==> config.mk <==
export PLATFORM = sky130hd
export DESIGN_NAME = audio_mixer
export DESIGN_NICKNAME = d
export VERILOG_FILES = /design/src/rtl/audio_mixer.sv
export SDC_FILE = /design/constraint.sdc
export NUM_CORES = 1
export LEC_CHECK = 0
export CORE_MARGIN = 2
export CORE_UTILIZATION = 61
export DETAILED_ROUTE_END_ITERATION = 12
export PLACE_DENSITY = 0.8
export SYNTH_ARGS = -nofsm -noshare
export SYNTH_HDL_FRONTEND = slang
export SYNTH_SLANG_ARGS = --single-unit
==> constraint.sdc <==
create_clock -name clk -period 6.02 [get_ports clk]
set_clock_uncertainty 0.2 [all_clocks]
set_input_delay 1.204 -clock clk [delete_from_list [all_inputs] [get_ports clk]]
set_output_delay 1.204 -clock clk [all_outputs]
set_load 0.005 [all_outputs]
==> src/rtl/audio_mixer.sv <==
// Four-stage audio source mixer: PSG, Mockingboard L/R and speaker are converted to signed,
// scaled by per-source gain, summed and saturated into offset-binary 16-bit L/R words.
module audio_mixer #(
  parameter int SPK_AMP     = 8192,
  parameter int IDLE_CYCLES = 2_700_000,
  parameter int DECAY_DIV   = 64,
  parameter int CLIP_HOLD   = 2_700_000
) (
  input  logic        clk,
  input  logic        rst_n,
  input  logic [15:0] ssp_audio_i,
  input  logic [9:0]  mb_audio_l_i,
  input  logic [9:0]  mb_audio_r_i,
  input  logic        speaker_i,
  input  logic        cfg_wr_i,
  input  logic [1:0]  cfg_addr_i,
  input  logic [7:0]  cfg_data_i,
  output logic [15:0] audio_l_o,
  output logic [15:0] audio_r_o,
  output logic        clip_o
);

  localparam int IW = $clog2(IDLE_CYCLES + 1);
  localparam int DW = (DECAY_DIV > 1) ? $clog2(DECAY_DIV) : 1;
  localparam int CW = $clog2(CLIP_HOLD + 1);
  localparam logic [IW-1:0] IDLE_MAX = IW'(IDLE_CYCLES);
  localparam logic [DW-1:0] DIV_LAST = DW'(DECAY_DIV - 1);
  localparam logic [CW-1:0] CLIP_MAX = CW'(CLIP_HOLD);
  localparam logic signed [15:0] SPK_POS = 16'(SPK_AMP);
  localparam logic signed [15:0] SPK_NEG = 16'(-SPK_AMP);

  function automatic logic signed [15:0] mb_conv(input logic [9:0] v);
    logic [9:0] c;
    c = v ^ 10'h200;
    return {c[9], c, 5'b00000};
  endfunction

  function automatic logic signed [17:0] apply_gain(input logic signed [15:0] s,
                                                    input logic [3:0] g);
    logic signed [20:0] p;
    p = 21'(s) * $signed({17'd0, g});
    return p[20:3];
  endfunction

  // Bit 16 flags a clamp; bits 15:0 are the offset-binary result.
  function automatic logic [16:0] saturate(input logic signed [19:0] v);
    if (v > 20'sd32767)       return {1'b1, 16'hFFFF};
    else if (v < -20'sd32768) return {1'b1, 16'h0000};
    else                      return {1'b0, v[15:0] ^ 16'h8000};
  endfunction

  // ---------------- configuration registers ----------------
  logic [3:0] ssp_gain, mb_gain, spk_gain;
  logic       mute;
  logic       clip_clr;
  logic       unused_cfg;

  assign clip_clr   = cfg_wr_i && (cfg_addr_i == 2'd3) && cfg_data_i[1];
  assign unused_cfg = ^cfg_data_i[7:4];

  always_ff @(posedge clk or negedge rst_n) begin
    if (!rst_n) begin
      ssp_gain <= 4'd8;
      mb_gain  <= 4'd8;
      spk_gain <= 4'd8;
      mute     <= 1'b0;
    end else if (cfg_wr_i) begin
      case (cfg_addr_i)
        2'd0:    ssp_gain <= cfg_data_i[3:0];
        2'd1:    mb_gain  <= cfg_data_i[3:0];
        2'd2:    spk_gain <= cfg_data_i[3:0];
        default: mute     <= cfg_data_i[0];
      endcase
    end
  end

  // ---------------- stage 1: convert to signed ----------------
  logic signed [15:0] ssp_s1, mbl_s1, mbr_s1;

  always_ff @(posedge clk or negedge rst_n) begin
    if (!rst_n) begin
      ssp_s1 <= '0;
      mbl_s1 <= '0;
      mbr_s1 <= '0;
    end else begin
      ssp_s1 <= $signed(ssp_audio_i ^ 16'h8000);
      mbl_s1 <= mb_conv(mb_audio_l_i);
      mbr_s1 <= mb_conv(mb_audio_r_i);
    end
  end

  // ---------------- speaker level with idle decay ----------------
  logic               spk_q;
  logic               spk_edge;
  logic signed [15:0] spk_lvl;
  logic [IW-1:0]      idle_cnt;
  logic [DW-1:0]      div_cnt;

  assign spk_edge = speaker_i != spk_q;

  // An edge always restarts at full amplitude, even on a decay-step clock.
  always_ff @(posedge clk or negedge rst_n) begin
    if (!rst_n) begin
      spk_q    <= 1'b0;
      spk_lvl  <= '0;
      idle_cnt <= '0;
      div_cnt  <= '0;
    end else begin
      spk_q <= speaker_i;
      if (spk_edge) begin
        spk_lvl  <= speaker_i ? SPK_POS : SPK_NEG;
        idle_cnt <= '0;
        div_cnt  <= '0;
      end else if (idle_cnt != IDLE_MAX) begin
        idle_cnt <= idle_cnt + IW'(1);
      end else if (div_cnt != DIV_LAST) begin
        div_cnt <= div_cnt + DW'(1);
      end else begin
        div_cnt <= '0;
        if (spk_lvl > 16'sd0)      spk_lvl <= spk_lvl - 16'sd1;
        else if (spk_lvl < 16'sd0) spk_lvl <= spk_lvl + 16'sd1;
      end
    end
  end

  // ---------------- stage 2: gain ----------------
  logic signed [17:0] ssp_g, mbl_g, mbr_g, spk_g;

  always_ff @(posedge clk or negedge rst_n) begin
    if (!rst_n) begin
      ssp_g <= '0;
      mbl_g <= '0;
      mbr_g <= '0;
      spk_g <= '0;
    end else begin
      ssp_g <= apply_gain(ssp_s1, ssp_gain);
      mbl_g <= apply_gain(mbl_s1, mb_gain);
      mbr_g <= apply_gain(mbr_s1, mb_gain);
      spk_g <= apply_gain(spk_lvl, spk_gain);
    end
  end

  // ---------------- stage 3: sum ----------------
  logic signed [19:0] sum_l, sum_r;

  always_ff @(posedge clk or negedge rst_n) begin
    if (!rst_n) begin
      sum_l <= '0;
      sum_r <= '0;
    end else begin
      sum_l <= 20'(ssp_g) + 20'(mbl_g) + 20'(spk_g);
      sum_r <= 20'(ssp_g) + 20'(mbr_g) + 20'(spk_g);
    end
  end

  // ---------------- stage 4: saturate, mute, clip ----------------
  logic [16:0]   sat_l, sat_r;
  logic [CW-1:0] clip_cnt;

  always_comb begin
    sat_l = saturate(sum_l);
    sat_r = saturate(sum_r);
  end

  // Clip detection looks at the clamp itself, so it still fires while muted.
  always_ff @(posedge clk or negedge rst_n) begin
    if (!rst_n) begin
      audio_l_o <= 16'h8000;
      audio_r_o <= 16'h8000;
      clip_cnt  <= '0;
    end else begin
      audio_l_o <= mute ? 16'h8000 : sat_l[15:0];
      audio_r_o <= mute ? 16'h8000 : sat_r[15:0];
      if (clip_clr)                 clip_cnt <= '0;
      else if (sat_l[16] | sat_r[16]) clip_cnt <= CLIP_MAX;
      else if (clip_cnt != '0)      clip_cnt <= clip_cnt - CW'(1);
    end
  end

  assign clip_o = clip_cnt != '0;

endmodule

==> results of run 1 <==
[metrics by stage]
stage	setup WS, ns	utilization, %	total power [mW]	instances
after floorplan	1.76	-	7.00	1902
after global placement	1.59	66.1	8.24	2346
after detailed placement	1.51	66.1	8.50	2346
after CTS	1.46	69.3	10.4	2398
after global routing	1.13	69.3	11.2	2398
final	1.47	69.3	10.3	2398
[layout make-up]
| class | count | share of cell area, % |
|---|---|---|
| Sequential cell | 252 | 29.7 |
| Tap cell | 396 | 2.33 |
| Inverter | 253 | 4.47 |
| Timing Repair Buffer | 84 | 3.91 |
| Multi-Input combinational cell | 1361 | 55.0 |
| Clock inverter | 15 | 0.978 |
| Clock buffer | 37 | 3.60 |
[power breakdown]
part	total (mW)	internal (mW)	switching, mW
combinational	5.89	2.70	3.20
sequential	2.66	2.26	0.406
clock	1.79	1.07	0.719
total	10.3	6.02	4.32
[synth_stat cells (all sizes together) (3+ instances only)]
| library cell | count |
|---|---|
| fa | 143 |
| nor4b | 4 |
| o21ai | 53 |
| nor4 | 13 |
| a211oi | 13 |
| mux2i | 6 |
| nor2 | 114 |
| a31oi | 6 |
| o31ai | 3 |
| nor3b | 3 |
| nand4 | 16 |
| a31o | 6 |
| dfstp | 5 |
| inv | 253 |
| nand2b | 18 |
| a21oi | 103 |
| mux2 | 14 |
| a211o | 3 |
| nor2b | 18 |
| o21bai | 9 |
| or2 | 9 |
| a2111oi | 5 |
| o211ai | 9 |
| clkbuf | 29 |
| ha | 187 |
| and3 | 18 |
| or3 | 17 |
| a221oi | 3 |
| a2111o | 4 |
| xor2 | 46 |
| a41oi | 3 |
| nor3 | 18 |
| and2 | 158 |
| buf | 7 |
| nand2 | 119 |
| nand3b | 8 |
| dfrtp | 247 |
| xnor2 | 97 |
| a21o | 25 |
| o21a | 43 |
| nand3 | 24 |
[per-layer routing]
| metal | wire, µm | up-vias |
|---|---|---|
| li1 | - | 6425 |
| met1 | 16600 | 6592 |
| met2 | 19200 | 280 |
| met3 | 1490 | 69 |
| met4 | 1260 | 0 |
| met5 | 0 | - |
[worst max-delay path: cells and delay by family, from the launching register on]
family          cells  cell delay (ns)
flops               1             0.54
fa+ha+maj           4             1.73
xor+xnor            1             0.15
buf+inv             2             0.10
compound gates      6             1.53
simple gates        1             0.23
[registers in the layout, summed over array words and instances, names as in the netlist, 6 cells and up]
name,cells
audio_l_o,16
idle_cnt,22
spk_lvl,16
sum_r,20
mbl_s1,10
audio_r_o,16
clip_cnt,22
div_cnt,6
spk_g,18
ssp_g,18
sum_l,18
mbr_s1,10
mbl_g,15
ssp_s1,16
mbr_g,15
[cell usage in the layout, fill, tap and decap left out, types with 77 or more instances in the layout]
| cell type | instances |
|---|---|
| inv_1 | 253 |
| dfrtp_1 | 247 |
| ha_1 | 187 |
| and2_1 | 158 |
| fa_1 | 143 |
| nand2_1 | 119 |
| nor2_1 | 113 |
| a21oi_1 | 100 |
| xnor2_1 | 97 |
| clkdlybuf4s50_1 | 77 |
[logic make-up (layout without fill, tap and decap cells)]
logic type	count (synthesis)	count (layout)	synth area share (%)
flip-flops	252	252	33.1
buffers and inverters	289	389	5.81
AO/OA/AOI/OAI	305	305	10.5
multiplexers	20	20	1.14
XOR/XNOR	143	143	6.56
AND/OR/NAND/NOR	562	562	15.6
adder cells (fa/ha/maj)	331	331	27.3
[worst max path at each step]
stage                      start   endpoint  slack, ns  depth (start not counted)
detailed placement   spk_gain[3]  spk_g[16]       1.51                         14
global placement     spk_gain[3]  spk_g[17]       1.59                         14
floorplan            ssp_gain[3]  ssp_g[15]       1.76                         15
global route         spk_gain[2]  spk_g[16]       1.13                         14
finish               spk_gain[2]  spk_g[16]       1.47                         14
CTS                 clip_cnt[16]     clip_o       1.46                          4
==> reports/results.md, run 1 <==
| Quantity | Reported |
| --- | --- |
| Final number of hold-violating endpoints | 0 |
| Busiest layer in global routing | met2 |
| Global-route track usage on met2 | 43.3% |
| Biggest fanout along the worst timing path | 17 |
| Area overhead of the layout relative to synthesis | 11.3% |
| Detail Route Antenna Nets | 0 |
| Ys Warns | 0 |
| DR DRC count | 0 |
| Max_slew headroom | 25.5% |
| Register cell area after layout | 6310 µm² |
| Sequential-to-total area share from yosys stat | 33.1% |
| Clock latency reported for the late side of the worst-skew pair | 0.56 ns |
| Htree depth | 1 |
| Arrival time worst endpoint | 4.83 ns |
| Half-perimeter wire length after placement | 29400 µm |
| R2R setup slack | 1.47 ns |
| Worst path required time | 6.29 ns |
| Leakage power of the design | 10.3 nW |
| CTS Buffer Depth | 3 |
| Initial core utilization | 62.3% |
| Share of post-route cells with drive strength above 1 | 5.39% |
| VDD IR-drop max | 361 µV |
| Synth Instances | 1902 |
| Max cap viols | 0 |
| Most area-hungry cell type in the Yosys netlist | dfrtp_1 |
| Synthesized area | 19100 µm² |
| Cell area power density | 487 nW/µm² |
| Startpoint types | flop |
| Total setup buffers inserted after CTS | 0 |
| Slew Viols, Final | 0 |
| Placement-stage cell area | 20300 µm² |
| Pre-antenna DRT Iters | 5 |
| Status | completed |
| Initial DRC count | 693 |
| Standard cell core area | 30700 µm² |
| Via count of the first global-routing pass | 13900 |
| Hold buffer count at CTS | 0 |
| Endpoint type of the worst setup path | flop |
| Routability congestion estimate from global placement | 0.880 |
| Die Wd | 181 µm |
| Post-synthesis async set-or-reset flop share | 100% |
| Critical Path, Cell by Cell | and2_1 > ha_1 > fa_1 > inv_1 > fa_1 > inv_1 > ha_1 > a21oi_1 > o211ai_1 > a21oi_1 > o31ai_1 > a21o_1 > o21ai_0 > xnor2_1 |
| Reg-to-Reg End | spk_g[16] |
| Post-synth cell types | 77 |
| WL final | 38500 µm |
| Largest net degree at the start of global routing | 134 |
| Met3 Usage GRT | 2.80% |
| Area occupied by multi-input gates | 11700 µm² |
| CTS buffer count | 28 |
| Final std cell area, no fill | 21200 µm² |
| Ratio of routed vias to standard cells | 5.57 |
| Grt total ovfl | 0 |
| R2R Path Start | spk_gain[2] |
| Final-report setup violation count | 0 |
| Wire length of the first global-routing pass | 66600 µm |
| Die Span Y | 181 µm |
| Count of port buffers added during placement | 78 |
| Via total after detailed routing | 13400 |
| Resized Gates After CTS | 0 |
| Worst hold path type | flop to flop |
| CTS clk-pin slew, worst paths | 0.06 ns |
| Sum Neg Setup Slack | 0 ns |
| Delay of the slowest cell on the worst path | 0.55 ns |
| Full die area | 32700 µm² |
| Post-Synthesis Mean Instance Area | 10.0 µm² |
| Number of synthesized flops with an enable pin | 0 |
| Period utilisation layout | 75.7% |
| Fmax | 0.220 GHz |
| Smallest hold slack | 0.264 ns |
| Min cycle time layout | 4.55 ns |
| Count of cells along the worst register-to-register path | 14 |
| Clock Sink Count | 252 |
| Ports placed on the boundary | 83 |
| Global-route track usage on met1 | 31.9% |
| Root Buffer Master | clkbuf_16 |
| Synthesized netlist net count | 2282 |
| Main area contributors after synthesis | dfrtp_1 32%, fa_1 15%, ha_1 12%, and2_1 5.2%, inv_1 5.0% |
| Tot GR Track Use | 24.6% |
| Number of rows in the core area | 64 |
| Dominant synthesized flop cell | dfrtp_1 |
| Synthesized flop and latch total | 252 |
| Synth top area share | 32.4% |
| Mean routed wirelength per cell | 16.1 µm |
| RSZ-0062 raised after global routing | false |
| Hold path start | sum_l[6] |
| Count of antenna diodes in the layout | 0 |
| Count of nets after finishing | 2360 |
| Terminating pin of the worst hold path | audio_l_o[6] |
| Actual slew at the worst max-slew pin | 1.11 ns |
| Start-to-end type of the worst setup path | flop to flop |
| Number of antenna violations at the first check in global routing | 1 |
| Cells on Worst Hold Path | 1 |
| Fill cell instance count of the final layout | 2268 |
| Clock tree from TritonCTS | built |
| Cell with the largest stage delay on the worst path | fa_1 |
(Power assumes the default switching activity.)
==> inputs of run 2 (changes only) <==
==> constraint.sdc (replaced) <==
create_clock -name clk -period 4.6 [get_ports clk]
set_clock_uncertainty 0.2 [all_clocks]
set_input_delay 0.92 -clock clk [delete_from_list [all_inputs] [get_ports clk]]
set_output_delay 0.92 -clock clk [all_outputs]
set_load 0.005 [all_outputs]
==> run 2 against run 1 <==
Net effect: via count is 0.46% higher; sequential cell count unchanged; critical path depth is the same; global-route usage increased by 0.10 points; register-to-register slack got worse by 1.3 ns; design area rose by 0.80%; sequential power up 31%; critical path type unchanged; final cell count increased by 0.33%; total power grew 32%; hold slack got worse by 0.055 ns.
==> reports/results.md, run 2 (synthesis gave the netlist of run 1 again) <==
| Quantity | Reported | Delta |
| --- | --- | --- |
| VDD IR-drop max | 428 µV | +18% |
| Ports placed on the boundary | 83 | unchanged |
| Initial core utilization | 62.3% | unchanged |
| Standard cell core area | 30700 µm² | unchanged |
| Min cycle time layout | 4.41 ns | -0.143 ns |
| R2R setup slack | 0.19 ns | -1.28 ns |
| Initial DRC count | 715 | +3.2% |
| Fill cell instance count of the final layout | 2210 | -2.6% |
| Cell area power density | 635 nW/µm² | +31% |
| Share of post-route cells with drive strength above 1 | 6.22% | +0.82 points |
| Reg-to-Reg End | ssp_g[10] |  |
| Sequential Power Share | 25.7% | about the same |
| Smallest hold slack | 0.209 ns | -0.0555 ns |
| Ratio of routed vias to standard cells | 5.58 | +0.12% |
| Slew Viols, Final | 0 | unchanged |
| Leading cell type in the layout, fill and taps excluded | inv_1 |  |
| Area overhead of the layout relative to synthesis | 12.2% |  |
| R2R Path Start | ssp_gain[3] |  |
| Count of cells along the worst register-to-register path | 14 | unchanged |
| Registers with the highest flip-flop counts | clip_cnt (22), idle_cnt (22), sum_r (20) |  |
| Htree depth | 1 | unchanged |
| Number of antenna violations at the first check in global routing | 0 | -1 |
| WL final | 38800 µm | +0.72% |
| Clock tree from TritonCTS | built |  |
| DR DRC count | 0 | unchanged |
| Net switching power | 5.62 mW | +30% |
| Count of antenna diodes in the layout | 0 | unchanged |
| Half-perimeter wire length after placement | 29800 µm | +1.4% |
| Place WS | 0.0755 ns | -1.44 ns |
| Via count of the first global-routing pass | 14200 | +1.9% |
| Sum Neg Setup Slack | 0 ns | unchanged |
| Proportion of power drawn by the clock network | 17.5% | +0.2 points |
| Detail Route Antenna Nets | 0 | unchanged |
| Pre-antenna DRT Iters | 5 | unchanged |
| Endpoint type of the worst setup path | flop |  |
| Biggest fanout along the worst timing path | 7 | -10 |
| Internal Dissipation | 7.99 mW | +33% |
| Worst path required time | 4.87 ns | -1.42 ns |
| Actual slew at the worst max-slew pin | 1.09 ns | -0.0258 ns |
| Final WS setup | 0.189 ns | -1.28 ns |
| Status | completed |  |
| CTS Buffer Depth | 3 | unchanged |
| Grt total ovfl | 0 | unchanged |
| Tot GR Track Use | 24.7% | +0.10 points |
| Via total after detailed routing | 13400 | +0.46% |
| Final number of hold-violating endpoints | 0 | unchanged |
| Worst hold path type | input pin to async pin |  |
| Die Span Y | 181 µm | unchanged |
| Die Wd | 181 µm | unchanged |
| Root Buffer Master | clkbuf_16 |  |
| Mean routed wirelength per cell | 16.1 µm | +0.38% |
| Fmax | 0.227 GHz | +3.2% |
| Count of port buffers added during placement | 78 | unchanged |
| CTS clk-pin slew, worst paths | 0.06 ns | about the same |
| Count of nets after finishing | 2368 | +0.34% |
| Leakage power of the design | 10.4 nW | +0.80% |
| Startpoint types | flop |  |
| Fraction of power consumed by combinational cells | 56.8% | -0.2 points |
| Max cap viols | 0 | unchanged |
| Final-report setup violation count | 0 | unchanged |
| Period utilisation layout | 95.9% | +20 points |
| Max_slew headroom | 27.2% | +1.7 points |
| Clock latency reported for the late side of the worst-skew pair | 0.56 ns | about the same |
| Switching fraction of total power | 41.3% | -0.48 points |
| Wire length of the first global-routing pass | 67400 µm | +1.1% |
| Routability congestion estimate from global placement | 0.893 | +1.5% |
| PnR Total Power | 13.6 mW | +32% |
| Clock Sink Count | 252 | unchanged |
| Full die area | 32700 µm² | unchanged |
| Leading cell types in the layout, fill and taps excluded | 253 x inv_1, 245 x dfrtp_1, 187 x ha_1 |  |
| Largest net degree at the start of global routing | 103 | -23% |
| CTS buffer count | 28 | unchanged |
| Arrival time worst endpoint | 4.69 ns | -0.14 ns |
| Number of rows in the core area | 64 | unchanged |
| Start-to-end type of the worst setup path | flop to flop |  |
==> run 2: power groups by stage <==
stage | Combinational (mW) | Sequential [mW] | Clock (mW)
after floorplan | 5.86 | 3.31 | 0
after global placement | 7.31 | 3.49 | 0
after detailed placement | 7.58 | 3.52 | 0
after CTS | 7.70 | 3.50 | 2.43
after global routing | 8.63 | 3.57 | 2.53
final | 7.73 | 3.49 | 2.39
==> run 2: worst max-delay path by stage <==
stage | from | to | slack (ns) | depth (start not counted)
3_3_place_gp | spk_gain[3] | spk_g[17] | 0.21 | 14
4_1_cts | spk_gain[2] | spk_g[16] | 0.03 | 14
3_5_place_dp | spk_gain[2] | spk_g[17] | 0.08 | 14
5_1_grt | spk_gain[3] | spk_g[17] | -0.008 | 14
2_1_floorplan | ssp_gain[3] | ssp_g[15] | 0.34 | 15
6_report | ssp_gain[3] | ssp_g[10] | 0.19 | 14
==> run 2: timing repair <==
item / CTS / global route
setup buffers: 0 / 2
pin swaps: 0 / 1
resized for setup: 1 / 9
setup endpoints to repair: 1 / 10
hold buffers: 0 / 0
==> run 2: per-layer routing <==
| layer | up-vias | wire, µm | track usage, % | part of all wire (%) |
|---|---|---|---|---|
| met1 | 6615 | 16600 | 31.1 | 43 |
| met4 | 0 | 1080 | 6.65 | 2.8 |
| li1 | 6450 | - | - | - |
| met3 | 83 | 1700 | 3.35 | 4.4 |
| met2 | 279 | 19400 | 44.6 | 50 |
| met5 | - | 0 | 0 | 0 |
==> run 2: through the flow <==
stage	cells	area, µm²	utilization [%]
finish	2406	21400	69.8
global route	2406	21400	69.8
CTS	2404	21400	69.6
detailed placement	2352	20300	66.3
global placement	2352	20300	66.3
floorplan	1902	19100	-
==> run 2: cell type report <==
cell class	instances	area, µm²	share of cell area (%)
timing repair buffer	92	926	4.32
sequential	252	6310	29.5
tap	396	495	2.31
clock buffer	40	827	3.86
clock inverter	12	180	0.841
multi-input combinational	1361	11700	54.7
inverter	253	950	4.43
==> run 2: worst max-delay path, stage by stage (launching register included) <==
cell and delay (ns):
dfstp_2 0.62, buf_12 0.13, and2_1 0.12, ha_1 0.24, fa_1 0.54, inv_1 0.06
fa_1 0.54, inv_1 0.04, ha_1 0.33, and3_1 0.21, a211o_1 0.31, a2111o_1 0.46
a31o_2 0.26, a21oi_2 0.15, xnor2_1 0.13
==> edit: new RTL, config.mk and constraints of run 1 <==
Set the parameter `CLIP_HOLD` to 1_350_000 (it was 2_700_000).
--- a/src/rtl/audio_mixer.sv
+++ b/src/rtl/audio_mixer.sv
@@ -4,7 +4,7 @@
   parameter int SPK_AMP     = 8192,
   parameter int IDLE_CYCLES = 2_700_000,
   parameter int DECAY_DIV   = 64,
-  parameter int CLIP_HOLD   = 2_700_000
+  parameter int CLIP_HOLD   = 1_350_000
 ) (
   input  logic        clk,
   input  logic        rst_n,
Behaviour: no difference found for any inputs over 4 cycles, from zero or initial values and one cycle with rst_n low; that may be too few to reach the edited logic, so the function may still have changed.
==> edit against run 1 <==
- cell area decreased by 1.2%
- worst setup slack got worse by 0.064 ns
- sequential share of layout area increased by 0.25 points
- largest power group unchanged
- synthesized area decreased by 1.5%
- power decreased by 4.5%
- critical path depth decreased by 9
- clock power about the same
- non-clock buffer count decreased by 1
- critical endpoint is now clip_o
- via count decreased by 2.0%
- sequential cell count decreased by 1
- utilization decreased by 0.49 points
- routed wire length decreased by 3.6%
- die area decreased by 1.5%
==> edit: results (changes against run 1) <==
CTS clk-pin slew, worst paths = 0.06 ns (about the same)
Count of cell types in the netlist = 63 (-18%)
Largest regs = idle_cnt: 22 flops, clip_cnt: 21 flops, sum_r: 20 flops
Critical Path AT = 3.21 ns (-1.62 ns)
Critical Path Source = clip_cnt[15]$_DFFE_PN0P_
Post-DP HPWL = 28,600 um (-2.7%)
Worst Hold Endpoint = audio_l_o[15]$_DFF_PN1_
Post-DP Area = 20,000 um2 (-1.2%)
Max VDD drop = 0.000305 V (-16%)
Initial antenna violation count = 0 (-1)
Post-synthesis sequential area ratio = 33.4% (+0.38 points)
M2 GR Usage = 42.3% (-1.0 points)
Met3 Routed Length = 1300 um (-13%)
Status = finished, final reports clean
Top cells by area, synth = dfrtp_1 33%, fa_1 15%, ha_1 12%
Relative slew slack = 27.7% (+2.2 points)
Mapped Nets = 2,254 (-1.2%)
First DRT Iteration DRCs = 497 (-28%)
Reg2Reg Setup Slack = 1.50 ns (+0.03 ns)
GP Congestion = 0.917 (+4.3%)
Crit-path max cell delay = 0.59 ns (+0.04 ns)
Slowest CP cell = or4_1
First-pass GRT wire length = 63,600 um (-4.6%)
Met3 Usage GRT = 2.67% (-0.13 points)
Top Family by Delay on Critical Path = simple AND/OR/NAND/NOR gates
Post-Route WL = 37,100 um (-3.6%)
Largest net degree at the start of global routing = 142 (+6.0%)
Layout cells sized above 1 = 4.25% (-1.1 points)
WL met1 = 15,900 um (-4.1%)
Hold path startpoint = sum_l[19]$_DFF_PN0_
Critical path fanouts, max = 8 (-9)
Leak pwr = 10.3 nW (-0.60%)
Vias per cell = 5.52 (-0.92%)
Synth top cells by count = 252 x inv_1, 246 x dfrtp_1, 187 x ha_1
Total track usage = 23.6% (-1.0 points)
Met1 Use GR = 29.7% (-2.1 points)
Setup crit end = clip_o
Vias in the first global route = 13,700 (-1.8%)
Reg-to-reg startpoint = mb_gain[2]$_DFFE_PN0P_
==> edit: cell types whose count changed after synthesis, moves of 9 or more <==
cell,run 1,this run
and3_1,18,9
nor4_1,10,19
a21o_1,25,34
nand3_1,24,35
nor3_1,18,30
or3_1,16,7
nor2b_1,18,9
xor2_1,46,55
==> edit: area by class of cell <==
type	count	area, um2
fill	2225	9520
inverter	252	946
tap	396	495
sequential	251	6290
timing repair buffer	83	836
multi-input combinational	1341	11500
clock buffer	37	786
clock inverter	13	178
==> edit: power breakdown <==
group          internal, mW  switching, mW
sequential             2.25          0.415
combinational          2.46           2.97
clock                  1.09          0.699
total                  5.80           4.08
==> edit: stage by stage <==
stage / instances / power [mW] / hold WS [ns] / setup slack [ns]
6_report: 2373 / 9.88 / 0.231 / 1.40
5_1_grt: 2373 / 10.7 / 0.278 / 1.13
4_1_cts: 2373 / 9.91 / 0.234 / 1.39
3_5_place_dp: 2323 / 8.05 / 0.227 / 1.50
3_3_place_gp: 2323 / 7.80 / 0.213 / 1.59
2_1_floorplan: 1874 / 6.62 / 0.201 / 1.85
==> edit: cells by family (layout without fill, tap and decap cells) <==
logic type,after synthesis,in the layout,synth area share [%]
AND/OR/NAND/NOR,553,553,15.3
adder cells (fa/ha/maj),331,331,27.7
AO/OA/AOI/OAI,295,295,10.1
buffers and inverters,282,385,5.68
flip-flops,251,251,33.4
XOR/XNOR,145,145,6.75
multiplexers,17,17,0.998
==> edit: worst reg2reg max path: cells and delay by family, from the launching register on <==
family,cells,cell delay [ns]
AO/OA/AOI/OAI,5,1.34
XOR/XNOR,1,0.16
adder cells (fa/ha/maj),4,1.66
buffers and inverters,2,0.10
flip-flops,1,0.63
AND/OR/NAND/NOR,2,0.37
